[src/rtl/mrd_mem_pkt.sv]
// mrd_mem_pkt: shared widths, bank/lane counts and write-back FSM states
// for the mixed-radix DFT memory.
package mrd_mem_pkt;
    localparam int         wADDR       = 9;
    localparam int         wDATA       = 30;
    localparam int         NBANK       = 7;
    localparam int         NLANE       = 5;
    localparam logic [2:0] INVALID_IDX = 3'd7;
    typedef enum logic [1:0] {IDLE, WR, END} wrback_state_e;
endpackage

[src/rtl/mrd_lane2bank_mux.sv]
// mrd_lane2bank_mux: picks the lowest live lane aimed at bank BANK.
// Multi-hit detection exists only when MRD_WRBACK_CONFLICT_CHK_EN is defined.
module mrd_lane2bank_mux import mrd_mem_pkt::*; #(
    parameter int         AW   = wADDR,
    parameter int         DW   = wDATA,
    parameter int         NL   = NLANE,
    parameter logic [2:0] BANK = 3'd0
) (
    input  logic [NL-1:0]         live,
    input  logic [NL-1:0][2:0]    idx,
    input  logic [NL-1:0][AW-1:0] addr,
    input  logic [NL-1:0][DW-1:0] d_real,
    input  logic [NL-1:0][DW-1:0] d_imag,
    output logic                  hit,
    output logic [AW-1:0]         sel_addr,
    output logic [DW-1:0]         sel_real,
    output logic [DW-1:0]         sel_imag,
    output logic                  multi
);
    logic [NL-1:0] match;

    // Scan from the top lane down so the lowest matching lane is written last and wins.
    always_comb begin
        match    = '0;
        sel_addr = '0;
        sel_real = '0;
        sel_imag = '0;
        for (int k = NL - 1; k >= 0; k--) begin
            match[k] = live[k] && (idx[k] == BANK);
            if (match[k]) begin
                sel_addr = addr[k];
                sel_real = d_real[k];
                sel_imag = d_imag[k];
            end
        end
    end

    assign hit = |match;

`ifdef MRD_WRBACK_CONFLICT_CHK_EN
    assign multi = $countones(match) > 1;
`else
    assign multi = 1'b0;
`endif

endmodule

[src/rtl/mrd_bfly_wrback.sv]
// mrd_bfly_wrback: scatters butterfly lanes into the memory banks and tracks stage completion.
// Define MRD_WRBACK_CONFLICT_CHK_EN to enable lane-bank conflict reporting on err_flags[0].
module mrd_bfly_wrback #(
    parameter int wADDR = mrd_mem_pkt::wADDR,
    parameter int wDATA = mrd_mem_pkt::wDATA,
    parameter int NBANK = mrd_mem_pkt::NBANK,
    parameter int NLANE = mrd_mem_pkt::NLANE
) (
    input  logic                          clk,
    input  logic                          rst_n,
    input  logic                          stage_start,
    input  logic                          stage_clr,
    input  logic [11:0]                   cnt_wr_stop,
    input  logic                          in_valid,
    input  logic [2:0]                    in_factor,
    input  logic [NLANE-1:0][2:0]         in_bank_index,
    input  logic [NLANE-1:0][wADDR-1:0]   in_bank_addr,
    input  logic [NLANE-1:0][wDATA-1:0]   in_d_real,
    input  logic [NLANE-1:0][wDATA-1:0]   in_d_imag,
    output logic [NBANK-1:0]              wren,
    output logic [NBANK-1:0][wADDR-1:0]   wraddr,
    output logic [NBANK-1:0][wDATA-1:0]   wrdata_real,
    output logic [NBANK-1:0][wDATA-1:0]   wrdata_imag,
    output logic                          wr_end,
    output logic [2:0]                    cnt_stage_wr,
    output logic                          busy,
    output logic [2:0]                    err_flags
);
    import mrd_mem_pkt::*;

    wrback_state_e               state_q, state_d;
    logic [11:0]                 stop_q, stop_d, cnt_bfly_q, cnt_bfly_d;
    logic [2:0]                  cnt_stage_q, cnt_stage_d, err_q, err_d, err_base;
    logic [NBANK-1:0]            wren_q, wren_d, multi;
    logic [NBANK-1:0][wADDR-1:0] wraddr_q, wraddr_d;
    logic [NBANK-1:0][wDATA-1:0] wrdata_real_q, wrdata_real_d, wrdata_imag_q, wrdata_imag_d;
    logic [2:0]                  factor;
    logic [NLANE-1:0]            live;
    logic                        last;

    assign factor = (in_factor == 3'd0 || in_factor > 3'd5) ? 3'd5 : in_factor;

    always_comb begin
        live = '0;
        for (int k = 0; k < NLANE; k++)
            live[k] = in_valid && (int'(factor) > k) && (in_bank_index[k] != INVALID_IDX);
    end

    for (genvar b = 0; b < NBANK; b++) begin : g_bank
        mrd_lane2bank_mux #(.AW(wADDR), .DW(wDATA), .NL(NLANE), .BANK(3'(b))) u_mux (
            .live     (live),
            .idx      (in_bank_index),
            .addr     (in_bank_addr),
            .d_real   (in_d_real),
            .d_imag   (in_d_imag),
            .hit      (wren_d[b]),
            .sel_addr (wraddr_d[b]),
            .sel_real (wrdata_real_d[b]),
            .sel_imag (wrdata_imag_d[b]),
            .multi    (multi[b])
        );
    end

    // A restart inside WR takes precedence over completing the stage.
    assign last = !stage_start && in_valid && (cnt_bfly_q + 12'd1 == stop_q);

    always_comb begin
        state_d = (state_q != WR) ? (stage_start ? WR : IDLE) : (last ? END : WR);
    end

    always_comb begin
        stop_d      = stage_start ? cnt_wr_stop : stop_q;
        cnt_bfly_d  = stage_start ? 12'd0 : (state_q == WR && in_valid) ? cnt_bfly_q + 12'd1 : cnt_bfly_q;
        cnt_stage_d = stage_clr ? 3'd0 : (state_q == END) ? cnt_stage_q + 3'd1 : cnt_stage_q;
        err_base    = (stage_start && state_q != WR) ? 3'd0 : err_q;
        err_d       = err_base | {stage_start && state_q == WR, in_valid && state_q != WR, |multi};
    end

    always_ff @(posedge clk or negedge rst_n) begin
        if (!rst_n)
            state_q <= IDLE;
        else
            state_q <= state_d;
    end

    always_ff @(posedge clk or negedge rst_n) begin
        if (!rst_n) begin
            stop_q        <= '0;
            cnt_bfly_q    <= '0;
            cnt_stage_q   <= '0;
            err_q         <= '0;
            wren_q        <= '0;
            wraddr_q      <= '0;
            wrdata_real_q <= '0;
            wrdata_imag_q <= '0;
        end else begin
            stop_q        <= stop_d;
            cnt_bfly_q    <= cnt_bfly_d;
            cnt_stage_q   <= cnt_stage_d;
            err_q         <= err_d;
            wren_q        <= wren_d;
            wraddr_q      <= wraddr_d;
            wrdata_real_q <= wrdata_real_d;
            wrdata_imag_q <= wrdata_imag_d;
        end
    end

    always_comb begin
        wr_end       = state_q == END;
        busy         = state_q != IDLE;
        cnt_stage_wr = cnt_stage_q;
        err_flags    = err_q;
        wren         = wren_q;
        wraddr       = wraddr_q;
        wrdata_real  = wrdata_real_q;
        wrdata_imag  = wrdata_imag_q;
    end

endmodule

[config.mk]
export PLATFORM = sky130hd
export DESIGN_NAME = mrd_bfly_wrback
export DESIGN_NICKNAME = d
export VERILOG_FILES = /design/src/rtl/mrd_mem_pkt.sv /design/src/rtl/mrd_lane2bank_mux.sv /design/src/rtl/mrd_bfly_wrback.sv
export SDC_FILE = /design/constraint.sdc
export NUM_CORES = 2
export LEC_CHECK = 0
export BUFFER_PORTS_ARGS = -buffer_cell sky130_fd_sc_hd__buf_2
export CAP_MARGIN = 15
export CORE_AREA = 3 3 337 339
export DETAILED_ROUTE_END_ITERATION = 8
export DIE_AREA = 0 0 340 342
export PLACE_DENSITY_LB_ADDON = 0.2
export SLEW_MARGIN = 5
export SYNTH_ARGS = -nofsm -noshare
export SYNTH_HDL_FRONTEND = slang
export SYNTH_SLANG_ARGS = --single-unit
[constraint.sdc]
create_clock -name clk -period 2.9 [get_ports clk]
set_input_delay 0.58 -clock clk [delete_from_list [all_inputs] [get_ports clk]]
set_output_delay 0.58 -clock clk [all_outputs]
set_load 0.01 [all_outputs]
# Yosys cells after proc, flatten, opt, wreduce, memory -nomap -nowiden
# Cells that the tools add are included.
# classes
bitwise_logic,1
addsub,2
n_shift,0
reduce_logical,69
eq_ne,39
div_mod_pow,0
n_lt_le_gt_ge,6
n_mux,114
multipliers,0
# ops
operator,count
2-to-1 mux 30 bit,70
2-to-1 mux 9 bit,35
logical AND 1 bit,51
equality test 3 bit (second input constant),15
OR reduction 5 bit,7
equality test 3 x 2 -> 1 bit (second input constant),10
2-to-1 mux 12 bit,2
zero test 3 bit,6
equality test 3 x 1 -> 1 bit (second input constant),5
!= test 3 bit (second input constant),5
adder 12 x 1 -> 12 bit (second input constant),1
equality test 12 bit,1
2-to-1 mux 3 bit,4
> comparator 3 x 1 -> 1 bit (second input constant),2
> comparator 3 x 2 -> 1 bit (second input constant),2
> comparator 3 bit (second input constant),2
nonzero test 2 bit,3
2-to-1 mux 2 bit,2
adder 3 x 1 -> 3 bit (second input constant),1
bitwise OR 3 bit,1
equality test 2 x 1 -> 1 bit (second input constant),1
equality test 2 bit (second input constant),1
!= test 2 x 1 -> 1 bit (second input constant),1
zero test 1 bit,1
2 further kinds,2
# totals
mem_bits_rw,0
reg_bits,522
latch_bits,0
output_inout_bits,498
romBits,0
wordCells,258
memories,0

# Logic depth before layout (Yosys ltp)
# depth
depth_word,12
depth_mapped,11
depth_no_buf,6

# Modules after synthesis
# A second synthesis with hierarchy kept.
# hier_totals
hier_cells,3104
area_unflattened_um2,30031.3
# by_module_without_submodules
mod,cells_each,instances,seq_area_each_um2,area_each_um2
mrd_bfly_wrback,682,1,13062.5,14154.8
mrd_lane2bank_mux (g_bank[3].u_mux ...),345,3,0.0,2152.1
mrd_lane2bank_mux (g_bank[1].u_mux ...),346,2,0.0,2322.2
mrd_lane2bank_mux (g_bank[4].u_mux),350,1,0.0,2453.6
mrd_lane2bank_mux (g_bank[0].u_mux),345,1,0.0,2322.2

# Worst setup path before layout
# Ideal clock, no wire load.
# synth_path
kind,in2reg
from,input port in_factor[2]
to,"register wrdata_imag_q, in the netlist wrdata_imag[19]"
n_path_buf,5
path_slack_ns,0.358
t_arrival_ns,2.396
cell_stages,10
cell_sequence,buf_2 or3b_1 clkbuf_1 a41o_1 or4_1 clkbuf_1 buf_4 buf_6 nor2_1 a311oi_1
# synth_between
elab_chain_len,12
word_cells_on_any_way,29
classes_between,order compare: 6; mux: 6; reduce/logical: 17
# synth_lines
element,line,rtl
"start, declared",mrd_bfly_wrback.sv:15,"input logic [2:0] in_factor,"
> comparator 3 bit / zero test 3 bit (equally long branches),mrd_bfly_wrback.sv:41,assign factor = (in_factor == 3'd0 || in_factor > 3'd5) ? 3'd5 : in_factor;
logical OR 1 bit,mrd_bfly_wrback.sv:41,
2-to-1 mux 3 bit (*),mrd_bfly_wrback.sv:41,
> comparator 3 bit,mrd_bfly_wrback.sv:46,live[k] = in_valid && (int'(factor) > k) && (in_bank_index[k] != INVALID_IDX);
logical AND 1 bit (2 in a row),mrd_bfly_wrback.sv:46,
logical AND 1 bit,mrd_lane2bank_mux.sv:29,match[k] = live[k] && (idx[k] == BANK);
2-to-1 mux 30 bit (4 in a row),mrd_lane2bank_mux.sv:30,if (match[k]) begin
2-to-1 mux 30 bit (*),mrd_lane2bank_mux.sv:30,
named net g_bank[0].u_mux.sel_imag[19],mrd_lane2bank_mux.sv:17,"output logic [DW-1:0] sel_imag,"
"end signal, assigned",mrd_bfly_wrback.sv:104,wrdata_imag_q <= wrdata_imag_d;
"end, declared",mrd_bfly_wrback.sv:36,"logic [NBANK-1:0][wDATA-1:0] wrdata_real_q, wrdata_real_d, wrdata_imag_q, wrdata_imag_d;"
# Mark *: on every way through the listed nets, which the timed path passes. The rest lies on a longest branch.
# A chain may end at the register's enable or synchronous reset.

# Worst setup path after layout
# layout_path
from,register cnt_bfly_q[0]
to,register state_q[0]
# layout_between
elab_chain_len,5
# layout_lines
element,line,rtl
"start, declared",mrd_bfly_wrback.sv:32,"logic [11:0] stop_q, stop_d, cnt_bfly_q, cnt_bfly_d;"
"start signal, assigned",mrd_bfly_wrback.sv:98,cnt_bfly_q <= cnt_bfly_d;
adder 12 x 1 -> 12 bit,mrd_bfly_wrback.sv:65,assign last = !stage_start && in_valid && (cnt_bfly_q + 12'd1 == stop_q);
equality test 12 bit,mrd_bfly_wrback.sv:65,
logical AND 1 bit,mrd_bfly_wrback.sv:65,
2-to-1 mux 2 bit (2 in a row),mrd_bfly_wrback.sv:68,state_d = (state_q != WR) ? (stage_start ? WR : IDLE) : (last ? END : WR);
named net state_d[0],mrd_bfly_wrback.sv:31,"wrback_state_e state_q, state_d;"
"end signal, assigned",mrd_bfly_wrback.sv:83,state_q <= state_d;
"end, declared",mrd_bfly_wrback.sv:31,
# The timed path passes the listed nets, and every way through them passes these cells.

==> impl_metrics.toml <==
[run_status]
outcome = "completed"

[clocking]
numCtsBuffers = 70
htree_num_levels = 3
tritoncts_clock_tree = "done"
clock_tree.root_cell = "clkbuf_16"
clock_tree.buffer_depth = 3
cts.sinks = 521
post-cts-setup-buffer-count = 0
insertion_delay_ns = 0.64
cts_clock_pin_slew_for_the_worst_setup_and_hold_paths_ns = 0.06

[pwr]
combinational_share_of_power_pct = 18.4
power_density_nw_per_um2 = 559
sequentialPowerShare_pct = 38.3
report.power.total_mw = 21.4
irDropWorstVdd_mv = 0.413
power_leakage_nw = 17.4
power_switching_mw = 6.73
p_int_mw = 14.7
share_clk_of_total_power_pct = 43.3
power.switching_fraction_pct = 31.4

[floorplanning]
core-area_um2 = 111000
design.die.area_um2 = 116000
effective_utilization_at_floorplan_pct = 25.5
die_h_um = 342
die_x_um = 340
io_pins = 878
placement_rows = 122

[yosys]
syn_avg_cell_area_um2 = 9.12
synth_cells = 3100
synthDistinctLibCells = 67
synthesis.area_um2 = 28300
yosys.area.top_type_share_pct = 46.1
post_synthesis_register_bit_count = 521
synth.cells.most_frequent = "521 x dfrtp_1, 413 x a221oi_1, 374 x nor2_1"
async_flop_share_pct = 100
synthTopCellsByArea = "dfrtp_1 46%, a221oi_1 13%, o22ai_1 7.6%"
yosysSeqAreaShare_pct = 46.1
yosys_warnings = 0
yosys_most_used_dff = "dfrtp_1"
synth-edff-count = 0
synth_top_area_cell = "dfrtp_1"
synth.net_count = 3482
yosysMostFrequentCell = "dfrtp_1"

[drt]
initialDrtViolationCount = 5271
remaining_drc_errors = 0
number_of_iterations_in_the_first_detailed_routing_pass = 6
routed_wirelength_mm = 185
avgRoutedWirePerCell_um = 33.9
final_antenna_net_count = 0
routed_via_density = 6.34
route.vias.total = 34500

[timing]
fin_crit_ns = 2.36
post-route-period-util_pct = 81.4
hold_viol_final = 0
fin_worst_skew_ns = 0.0148
setup_viol = 0
setup-tns-final_ns = 0
fin_worst_hold_slack_ns = 0.116
final_max_slew_viol_count = 0
rsz0062_at_grt = "false"
timing_worst_slew_pin_value_ns = 0.867
slew-limit-headroom_pct = 42.2
maxClockFrequency_ghz = 0.424

[setup_path]
critical_path_required_ns = 3.41
endpoint_kind = "register"
path_max_fanout = 9
arrival_ns = 2.87
critical_path.startpoint_type = "register"
criticalPathCategory = "reg -> reg"

[layout]
final_cell_area_um2 = 38300
syn_to_final_growth_pct = 35.5
fin_nets = 4263
drive_above_1_share_pct = 30.9
layoutNonFillerInstCount = 5445

[min_path]
hold_path.class = "in -> reg"

[global_route]
globalRouteOverflowTotal = 0
grt_max_degree = 71
grt_pass1_vias = 33200
grt_pass1_wl_mm = 258
groute.usage.overall_pct = 30.3
initial_antenna_violation_count = 37

[placed_design]
detailed_place_hpwl_mm = 124
numPortBuffers = 876
finalWeightedCongestion = 0.885
detailed_place.area_um2 = 35800
placed_instance_count = 5296

[run]
cap_violations = 0
[cells by family after synthesis]
group / share of synthesized area (%)
AO/OA/AOI/OAI: 33.7
AND/OR/NAND/NOR: 13.0
flip-flops: 46.1
buffers and inverters: 5.80
XOR/XNOR: 0.775
multiplexers: 0.553
adder cells (fa/ha/maj): 0.0885
other: 0.0133
[metal layers]
metal | vias to the layer above | global-route usage (%) | wire length, µm
li1 | 13800 | - | -
met1 | 17300 | 39.5 | 72200
met2 | 2845 | 47.1 | 83800
met3 | 518 | 7.68 | 20300
met4 | 12 | 13.8 | 8490
met5 | - | 0 | 77
[worst max-delay path: stages, from the launching register on]
cell and delay (ns):
dfrtp_1 0.49, ha_1 0.41, nand4b_1 0.14, o2bb2ai_1 0.14
or4_1 0.51, a2111oi_0 0.43, a21oi_1 0.13
[final cells by class]
type	instances	area [µm²]
inverters	78	293
flip-flops and latches	521	13000
repair buffers	1047	6690
fillers	11300	72400
diodes	21	52.6
multi-input cells	2163	13900
well taps	1488	1860
clock inverters	30	435
clock buffers	97	1970
[worst paths after layout]
check / start / end / depth (start not counted) / slack [ns]
min in group asynchronous: rst_n / wrdata_imag[43]$_DFF_PN0_ / 2 / 0.49
max in group asynchronous: rst_n / wrdata_imag[150]$_DFF_PN0_ / 4 / 1.35
min: stage_clr / cnt_stage_wr[0]$_DFFE_PN0P_ / 2 / 0.12
max reg2reg: cnt_bfly_q[0]$_DFFE_PN0P_ / state_q[0]$_DFF_PN0_ / 6 / 0.54
min reg2reg: stop_q[4]$_DFFE_PN0P_ / stop_q[4]$_DFFE_PN0P_ / 1 / 0.53
max: cnt_bfly_q[0]$_DFFE_PN0P_ / state_q[0]$_DFF_PN0_ / 6 / 0.54
[state kept, by name, summed over array words and instances, names as in the netlist, named ones only]
signal / flops
cnt_bfly_q: 12
cnt_stage_wr: 3
err_flags: 1
state_q: 2
stop_q: 12
wraddr: 63
wrdata_imag: 210
wrdata_real: 210
wren: 7
[power by group through the flow]
stage | Sequential [mW] | Clock (mW) | Combinational, mW
2_1_floorplan | 8.41 | 0 | 1.16
3_3_place_gp | 8.32 | 0 | 3.84
3_5_place_dp | 8.29 | 0 | 3.86
4_1_cts | 8.18 | 9.38 | 3.87
5_1_grt | 8.21 | 9.67 | 4.15
6_report | 8.19 | 9.26 | 3.94
[timing repair]
item	4_1_cts	5_1_grt
hold endpoints to repair	26	0
hold buffers	1	0
gates resized for setup	0	0
[stage by stage]
stage	utilization (%)	setup slack, ns
detailed placement	32.4	-0.0328
floorplan	-	0.358
finish	34.6	0.539
global placement	32.4	-0.0313
global route	34.6	0.292
CTS	34.5	0.526
[cell usage in the layout, fill, tap and decap left out, drive strengths merged, types with 4 or more instances in the layout]
cell	synthesis	routed
a311oi	69	69
o31ai	69	69
xor2	9	9
clkinv	0	14
o22ai	344	344
nand3	17	17
a22oi	139	139
a21oi	12	12
a211oi	70	70
nand4	7	7
mux2	13	13
clkbuf	272	97
diode	0	21
and3	11	11
a221oi	413	413
dfrtp	521	521
nor2	374	374
nor2b	9	9
o2111ai	4	4
or3	4	4
nand2b	7	7
bufinv	0	8
nor3	217	217
a2111oi	4	4
and2	4	4
clkinvlp	0	4
xnor2	16	16
o21ai	147	147
inv	78	82
nand2	154	154
buf	66	1046
and3b	4	4
(Power assumes the default switching activity.)
